--- config.mk ---
export PLATFORM = sky130hd
export DESIGN_NAME = rgb_led_pwm
export DESIGN_NICKNAME = d
export VERILOG_FILES = /design/src/rtl/rgb_led_pwm.sv
export SDC_FILE = /design/constraint.sdc
export NUM_CORES = 1
export LEC_CHECK = 0
export ABC_CLOCK_PERIOD_IN_PS = 2880
export BUFFER_PORTS_ARGS = -buffer_cell sky130_fd_sc_hd__buf_2
export CORE_ASPECT_RATIO = 2
export CORE_MARGIN = 2
export CORE_UTILIZATION = 28
export CTS_BUF_LIST = sky130_fd_sc_hd__clkbuf_8
export CTS_CLUSTER_DIAMETER = 120
export DETAILED_ROUTE_END_ITERATION = 7
export PLACE_DENSITY_LB_ADDON = 0.1
export SLEW_MARGIN = 20
export SYNTH_ARGS = -nofsm -noshare
export SYNTH_HDL_FRONTEND = slang
export SYNTH_SLANG_ARGS = --single-unit
--- constraint.sdc ---
create_clock -name axi_aclk -period 2.88 [get_ports axi_aclk]
set_input_delay 0.432 -clock axi_aclk [delete_from_list [all_inputs] [get_ports axi_aclk]]
set_output_delay 0.432 -clock axi_aclk [all_outputs]
set_load 0.02 [all_outputs]
--- src/rtl/rgb_led_pwm.sv ---
// Multi-channel LED PWM driver with prescaler, frame-synchronous shadow
// registers for glitch-free duty updates, and optional frame-based blinking.
module rgb_led_pwm #(
   parameter int unsigned NCH      = 6,
   parameter int unsigned PWM_BITS = 8,
   parameter int unsigned PRE_W    = 16
) (
   input  logic                    axi_aclk,
   input  logic                    axi_aresetn,
   input  logic [NCH*PWM_BITS-1:0] duty,
   input  logic [NCH-1:0]          ch_en,
   input  logic [PRE_W-1:0]        prescale,
   input  logic                    blink_en,
   input  logic [7:0]              blink_period,
   input  logic                    update,
   output logic [NCH-1:0]          led_out,
   output logic                    frame_start,
   output logic                    update_pending
);

   // Counter tops out one below all-ones so an all-ones duty stays high across the wrap.
   localparam logic [PWM_BITS-1:0] CntMax = {{(PWM_BITS-1){1'b1}}, 1'b0};

   logic [PRE_W-1:0]        pcnt_q, pcnt_d;
   logic [PWM_BITS-1:0]     cnt_q, cnt_d;
   logic                    tick;
   logic                    wrap;
   logic                    frame_start_q;

   logic [NCH*PWM_BITS-1:0] shadow_duty_q, shadow_duty_d;
   logic [NCH-1:0]          shadow_en_q, shadow_en_d;
   logic [NCH*PWM_BITS-1:0] act_duty_q, act_duty_d;
   logic [NCH-1:0]          act_en_q, act_en_d;
   logic                    pending_q, pending_d;

   logic [7:0]              fcnt_q, fcnt_d;
   logic                    phase_q, phase_d;

   logic [NCH-1:0]          led_q, led_d;

   // Prescaler and PWM counter.
   always_comb begin
      tick   = (pcnt_q >= prescale);
      wrap   = 1'b0;
      pcnt_d = pcnt_q + PRE_W'(1);
      cnt_d  = cnt_q;
      if (tick) begin
         pcnt_d = '0;
         if (cnt_q == CntMax) begin
            cnt_d = '0;
            wrap  = 1'b1;
         end else begin
            cnt_d = cnt_q + PWM_BITS'(1);
         end
      end
   end

   // Shadow capture and frame-boundary application.
   always_comb begin
      shadow_duty_d = shadow_duty_q;
      shadow_en_d   = shadow_en_q;
      act_duty_d    = act_duty_q;
      act_en_d      = act_en_q;
      pending_d     = pending_q;
      if (wrap && pending_q) begin
         act_duty_d = shadow_duty_q;
         act_en_d   = shadow_en_q;
         pending_d  = 1'b0;
      end
      // A coincident update re-arms pending with the fresh inputs.
      if (update) begin
         shadow_duty_d = duty;
         shadow_en_d   = ch_en;
         pending_d     = 1'b1;
      end
   end

   // Blink phase advances on frame boundaries.
   always_comb begin
      fcnt_d  = fcnt_q;
      phase_d = phase_q;
      if (!blink_en) begin
         fcnt_d  = '0;
         phase_d = 1'b0;
      end else if (wrap) begin
         if (fcnt_q == blink_period) begin
            fcnt_d  = '0;
            phase_d = ~phase_q;
         end else begin
            fcnt_d = fcnt_q + 8'd1;
         end
      end
   end

   always_comb begin
      led_d = '0;
      for (int i = 0; i < NCH; i++) begin
         led_d[i] = act_en_q[i] & ~phase_q &
                    (cnt_q < act_duty_q[i*PWM_BITS +: PWM_BITS]);
      end
   end

   always_ff @(posedge axi_aclk or negedge axi_aresetn) begin
      if (!axi_aresetn) begin
         pcnt_q        <= '0;
         cnt_q         <= '0;
         frame_start_q <= 1'b0;
         shadow_duty_q <= '0;
         shadow_en_q   <= '0;
         act_duty_q    <= '0;
         act_en_q      <= '0;
         pending_q     <= 1'b0;
         fcnt_q        <= '0;
         phase_q       <= 1'b0;
         led_q         <= '0;
      end else begin
         pcnt_q        <= pcnt_d;
         cnt_q         <= cnt_d;
         frame_start_q <= wrap;
         shadow_duty_q <= shadow_duty_d;
         shadow_en_q   <= shadow_en_d;
         act_duty_q    <= act_duty_d;
         act_en_q      <= act_en_d;
         pending_q     <= pending_d;
         fcnt_q        <= fcnt_d;
         phase_q       <= phase_d;
         led_q         <= led_d;
      end
   end

   assign led_out        = led_q;
   assign frame_start    = frame_start_q;
   assign update_pending = pending_q;

endmodule

==> out/results.txt <==
DRC violation count after routing: 0. The tools report the arrival time reported for the critical path endpoint as 3.07 ns. The starting density of the core came out at 28.48%. CTS sink count: 149. The die height came out at 238.0 um. Setup total negative slack on the finished layout was measured at 0 ns.

For the final routed wirelength across all metal layers, the log shows 17020 um. Global-route wire length before repair: 28170 um. Of all nets on the critical path, the largest fanout is 21. The post-route core utilization was 33.71%; the number of failing hold endpoints at the final stage was 0.

CTS built an H-tree with a depth of 4. The flow ran to the end, and the final reports show no timing, DRC or antenna violations. Post-CTS timing repair inserted 0 buffers for setup. The portion of synthesized area spent on multiplexers is 18.58%. Layout overhead on the synthesized area: 18.37%.

The slew at the pin closest to its max-slew limit is 0.7433 ns. The run gives 39 as the number of distinct library cells after synthesis. The run gives 2 as the maximum clock path buffer count. Setup slack at placement: 0.01628 ns. The final clock period utilization by the worst path works out to 93.99%.

The most common cell in the synthesized netlist is sky130_fd_sc_hd__dfrtp_1. The synthesized netlist devotes 8.522% of its cell area to simple gates. The logs give 12540 um for the detailed-placement wirelength estimate and 0 for the initial antenna violation count. In this run, synthesis produced a sequential element count of 149.

Overall power consumption after layout is estimated at 5333 uW. For the clock latency on the worst-skew pair, the log shows 0.48 ns. The number of antenna diodes in the final layout is 0.

Summed over all cells, the static leakage comes to 0.004188 uW. Count of pins on the block boundary: 90. Share of cells above drive strength 1: 32.98%.

In the detailed route, the total length drawn on met3 is 621 um. After the last flow step, the layout net total stands at 883. In this run the power density over the cells is 587.9 nW/um^2. The count of pins over their slew limit is 0.

Measured along the x axis, the die boundary spans 121.0 um. The clock-pin slew on the worst setup and hold paths came out at 0.08 ns. The number of stages on the worst hold path is 2.

The number of gates resized after CTS was 0. The tightest min-delay check is of the in2reg type. The floorplan has 85 rows. Setup violations remaining at the end of the flow were counted as 0.

The tool flagged a number of max-cap violations equal to 0. The number of routed nets with antenna violations is 0, and the weighted congestion reported at the end of routability-driven placement is 0.7807. The cell taking the most area after synthesis is sky130_fd_sc_hd__dfrtp_1.

The number of global-route vias before repair was 5357; the via count was 4951. TritonCTS built the clock tree. Clock skew on the completed layout was measured at 0.01084 ns.

The overall routing resource usage came out at 12.79%. The tools report the clock root buffer as sky130_fd_sc_hd__clkbuf_8. Share of synthesized cell area in full adder, half adder and majority cells: 10.12%.

The synthesized netlist devotes 2.514% of its cell area to XOR and XNOR gates. The total overflow left after global routing is 0. STA classifies the critical path startpoint as a register.

After layout, the minimum clock period comes to 2.707 ns. The worst pin sits at a relative slew slack of 50.44%. Across all setup checks in the final design, the least slack found is 0.1732 ns. For this run, the detailed router's first-pass iteration total came to 4. Signal routing reaches up to met4.

The routed length per placed instance works out to 15.47 um. The count of flip-flops with a built-in enable after synthesis was 0. The run gives 636 as the cell count after synthesis. The yosys synthesis warning count is 0, and the starting DRC count in detailed routing is 182. The run gives 0.3419 mV as the largest vdd supply drop.

The tools report the detailed-routing wirelength on met1 as 6750 um. Commonest register cell after synthesis: sky130_fd_sc_hd__dfrtp_1. The synthesized-area fraction occupied by ao, oa, aoi and oai cells is 7.004%, and the post-detailed-route via-to-cell ratio is 4.501. Static timing analysis puts the maximum clock frequency at 0.3694 GHz. The average footprint of a synthesized cell came out at 12.05 um^2. Counting cells, the worst reg-to-reg path comes to 9. Of the post-synthesis cell area, the dominant cell type holds 48.65%. Number of buffers added by the clock tree synthesis step: 17. The tools report the number of buffers inserted by hold repair at cts as 1.

After synthesis, the cell types taking the most area are sky130_fd_sc_hd__dfrtp_1 49%, sky130_fd_sc_hd__ha_1 10%, sky130_fd_sc_hd__mux2_4 9.8%, sky130_fd_sc_hd__mux2_2 8.5%, sky130_fd_sc_hd__inv_1 3.0%. The area of the core was 26910 um^2; the sequential share of the synthesized area was 48.65%. Setup repair after global routing left no endpoint under its margin. The number of nets handed over by synthesis was 780. Entering global routing, the biggest net connects 66 pins. In the synthesized netlist, the cells that appear most often are 149 x sky130_fd_sc_hd__dfrtp_1, 62 x sky130_fd_sc_hd__ha_1, 62 x sky130_fd_sc_hd__inv_1. The routed wire length on met2 was 9295 um; the number of port buffers was 89. For the cell area after synthesis, the log shows 7664 um^2.

After synthesis, the largest family of logic cells by area is multiplexers. The run gives 28790 um^2 as the die outline area. The critical path start-end classification was reg2reg.

For this run, asynchronously set or reset flops after synthesis account for 100.0%. The type of destination of the critical path is a register. Data on the critical path is required at its endpoint by 3.24 ns.
==> kinds of logic (layout without fill, tap and decap cells) <==
| logic type | after synthesis | after routing |
|---|---|---|
| muxes | 110 | 110 |
| adders and majority gates | 62 | 62 |
| DFF | 149 | 149 |
| xor gates and xnor gates | 22 | 22 |
| buffers and inverters | 82 | 198 |
| and+or+nand+nor | 131 | 131 |
| AOI/OAI and AO/OA | 80 | 80 |
==> registers in the layout, indices dropped and copies added, names as in the netlist <==
signal and count:
phase_q 1, act_en_q 6, frame_start 1, shadow_duty_q 48, cnt_q 8, pcnt_q 16
update_pending 1, shadow_en_q 6, act_duty_q 48, led_out 6, fcnt_q 8
==> through the flow <==
step                      cell area (um^2)  hold slack (ns)  cells
after CTS                             9071           0.1187   1100
final                                 9071           0.1772   1100
after global placement                8597           0.4886   1067
after global routing                  9071           0.1434   1100
after detailed placement              8597           0.4921   1067
after floorplan                       7664           0.1364    636
==> metal layers <==
| layer | global-route usage (%) | vias up |
|---|---|---|
| li1 | - | 2425 |
| met3 | 2.653 | 19 |
| met2 | 23.00 | 100 |
| met1 | 14.13 | 2407 |
| met5 | 0 | - |
| met4 | 6.025 | 0 |
==> worst paths after layout <==
path / start / to / slack (ns)
max: pcnt_q[0]$_DFF_PN0_ / act_duty_q[25]$_DFFE_PN0P_ / 0.17
min: duty[18] / shadow_duty_q[18]$_DFFE_PN0P_ / 0.18
max reg2reg: pcnt_q[0]$_DFF_PN0_ / act_duty_q[25]$_DFFE_PN0P_ / 0.17
min reg2reg: shadow_en_q[0]$_DFFE_PN0P_ / act_en_q[0]$_DFFE_PN0P_ / 0.51
max in group asynchronous: axi_aresetn / shadow_duty_q[30]$_DFFE_PN0P_ / 1.63
min in group asynchronous: axi_aresetn / fcnt_q[7]$_DFFE_PN0P_ / 0.53
==> layout make-up <==
cell class	count	area (um^2)
clock inverter	13	202.7
timing repair buffer	104	616.8
clock buffer	19	261.5
multi-input combinational	405	3593
sequential	149	3729
tap	348	435.4
inverter	62	232.7
fill	2712	17840
==> report_power, final <==
| group | internal, uW | total (uW) | switching (uW) |
|---|---|---|---|
| sequential | 2260 | 2450 | 194 |
| combinational | 511 | 991 | 479 |
| clock | 1070 | 1890 | 818 |
==> layout by cell type, fill, tap and decap left out, types with 9 or more instances in the layout <==
cell and instances:
sky130_fd_sc_hd__a21o_1 14, sky130_fd_sc_hd__and3_1 10, sky130_fd_sc_hd__buf_2 88, sky130_fd_sc_hd__buf_4 10, sky130_fd_sc_hd__clkbuf_8 19, sky130_fd_sc_hd__dfrtp_1 149, sky130_fd_sc_hd__ha_1 62, sky130_fd_sc_hd__inv_1 62
sky130_fd_sc_hd__mux2_2 58, sky130_fd_sc_hd__mux2_4 50, sky130_fd_sc_hd__nand2_1 32, sky130_fd_sc_hd__nand3_1 10, sky130_fd_sc_hd__nor2_1 37, sky130_fd_sc_hd__o211ai_1 9, sky130_fd_sc_hd__o21ai_0 28, sky130_fd_sc_hd__xnor2_1 14
==> worst max-delay path: stages, from the launching register on <==
cell and delay, ns:
sky130_fd_sc_hd__dfrtp_1 0.36, sky130_fd_sc_hd__inv_1 0.05, sky130_fd_sc_hd__ha_1 0.28, sky130_fd_sc_hd__nand2b_4 0.15, sky130_fd_sc_hd__a2111oi_4 0.32, sky130_fd_sc_hd__nor3_1 0.11, sky130_fd_sc_hd__or4b_1 0.58, sky130_fd_sc_hd__and3_4 0.24
sky130_fd_sc_hd__buf_12 0.17, sky130_fd_sc_hd__mux2_4 0.31
No activity file was read; power rests on OpenSTA's default activity.
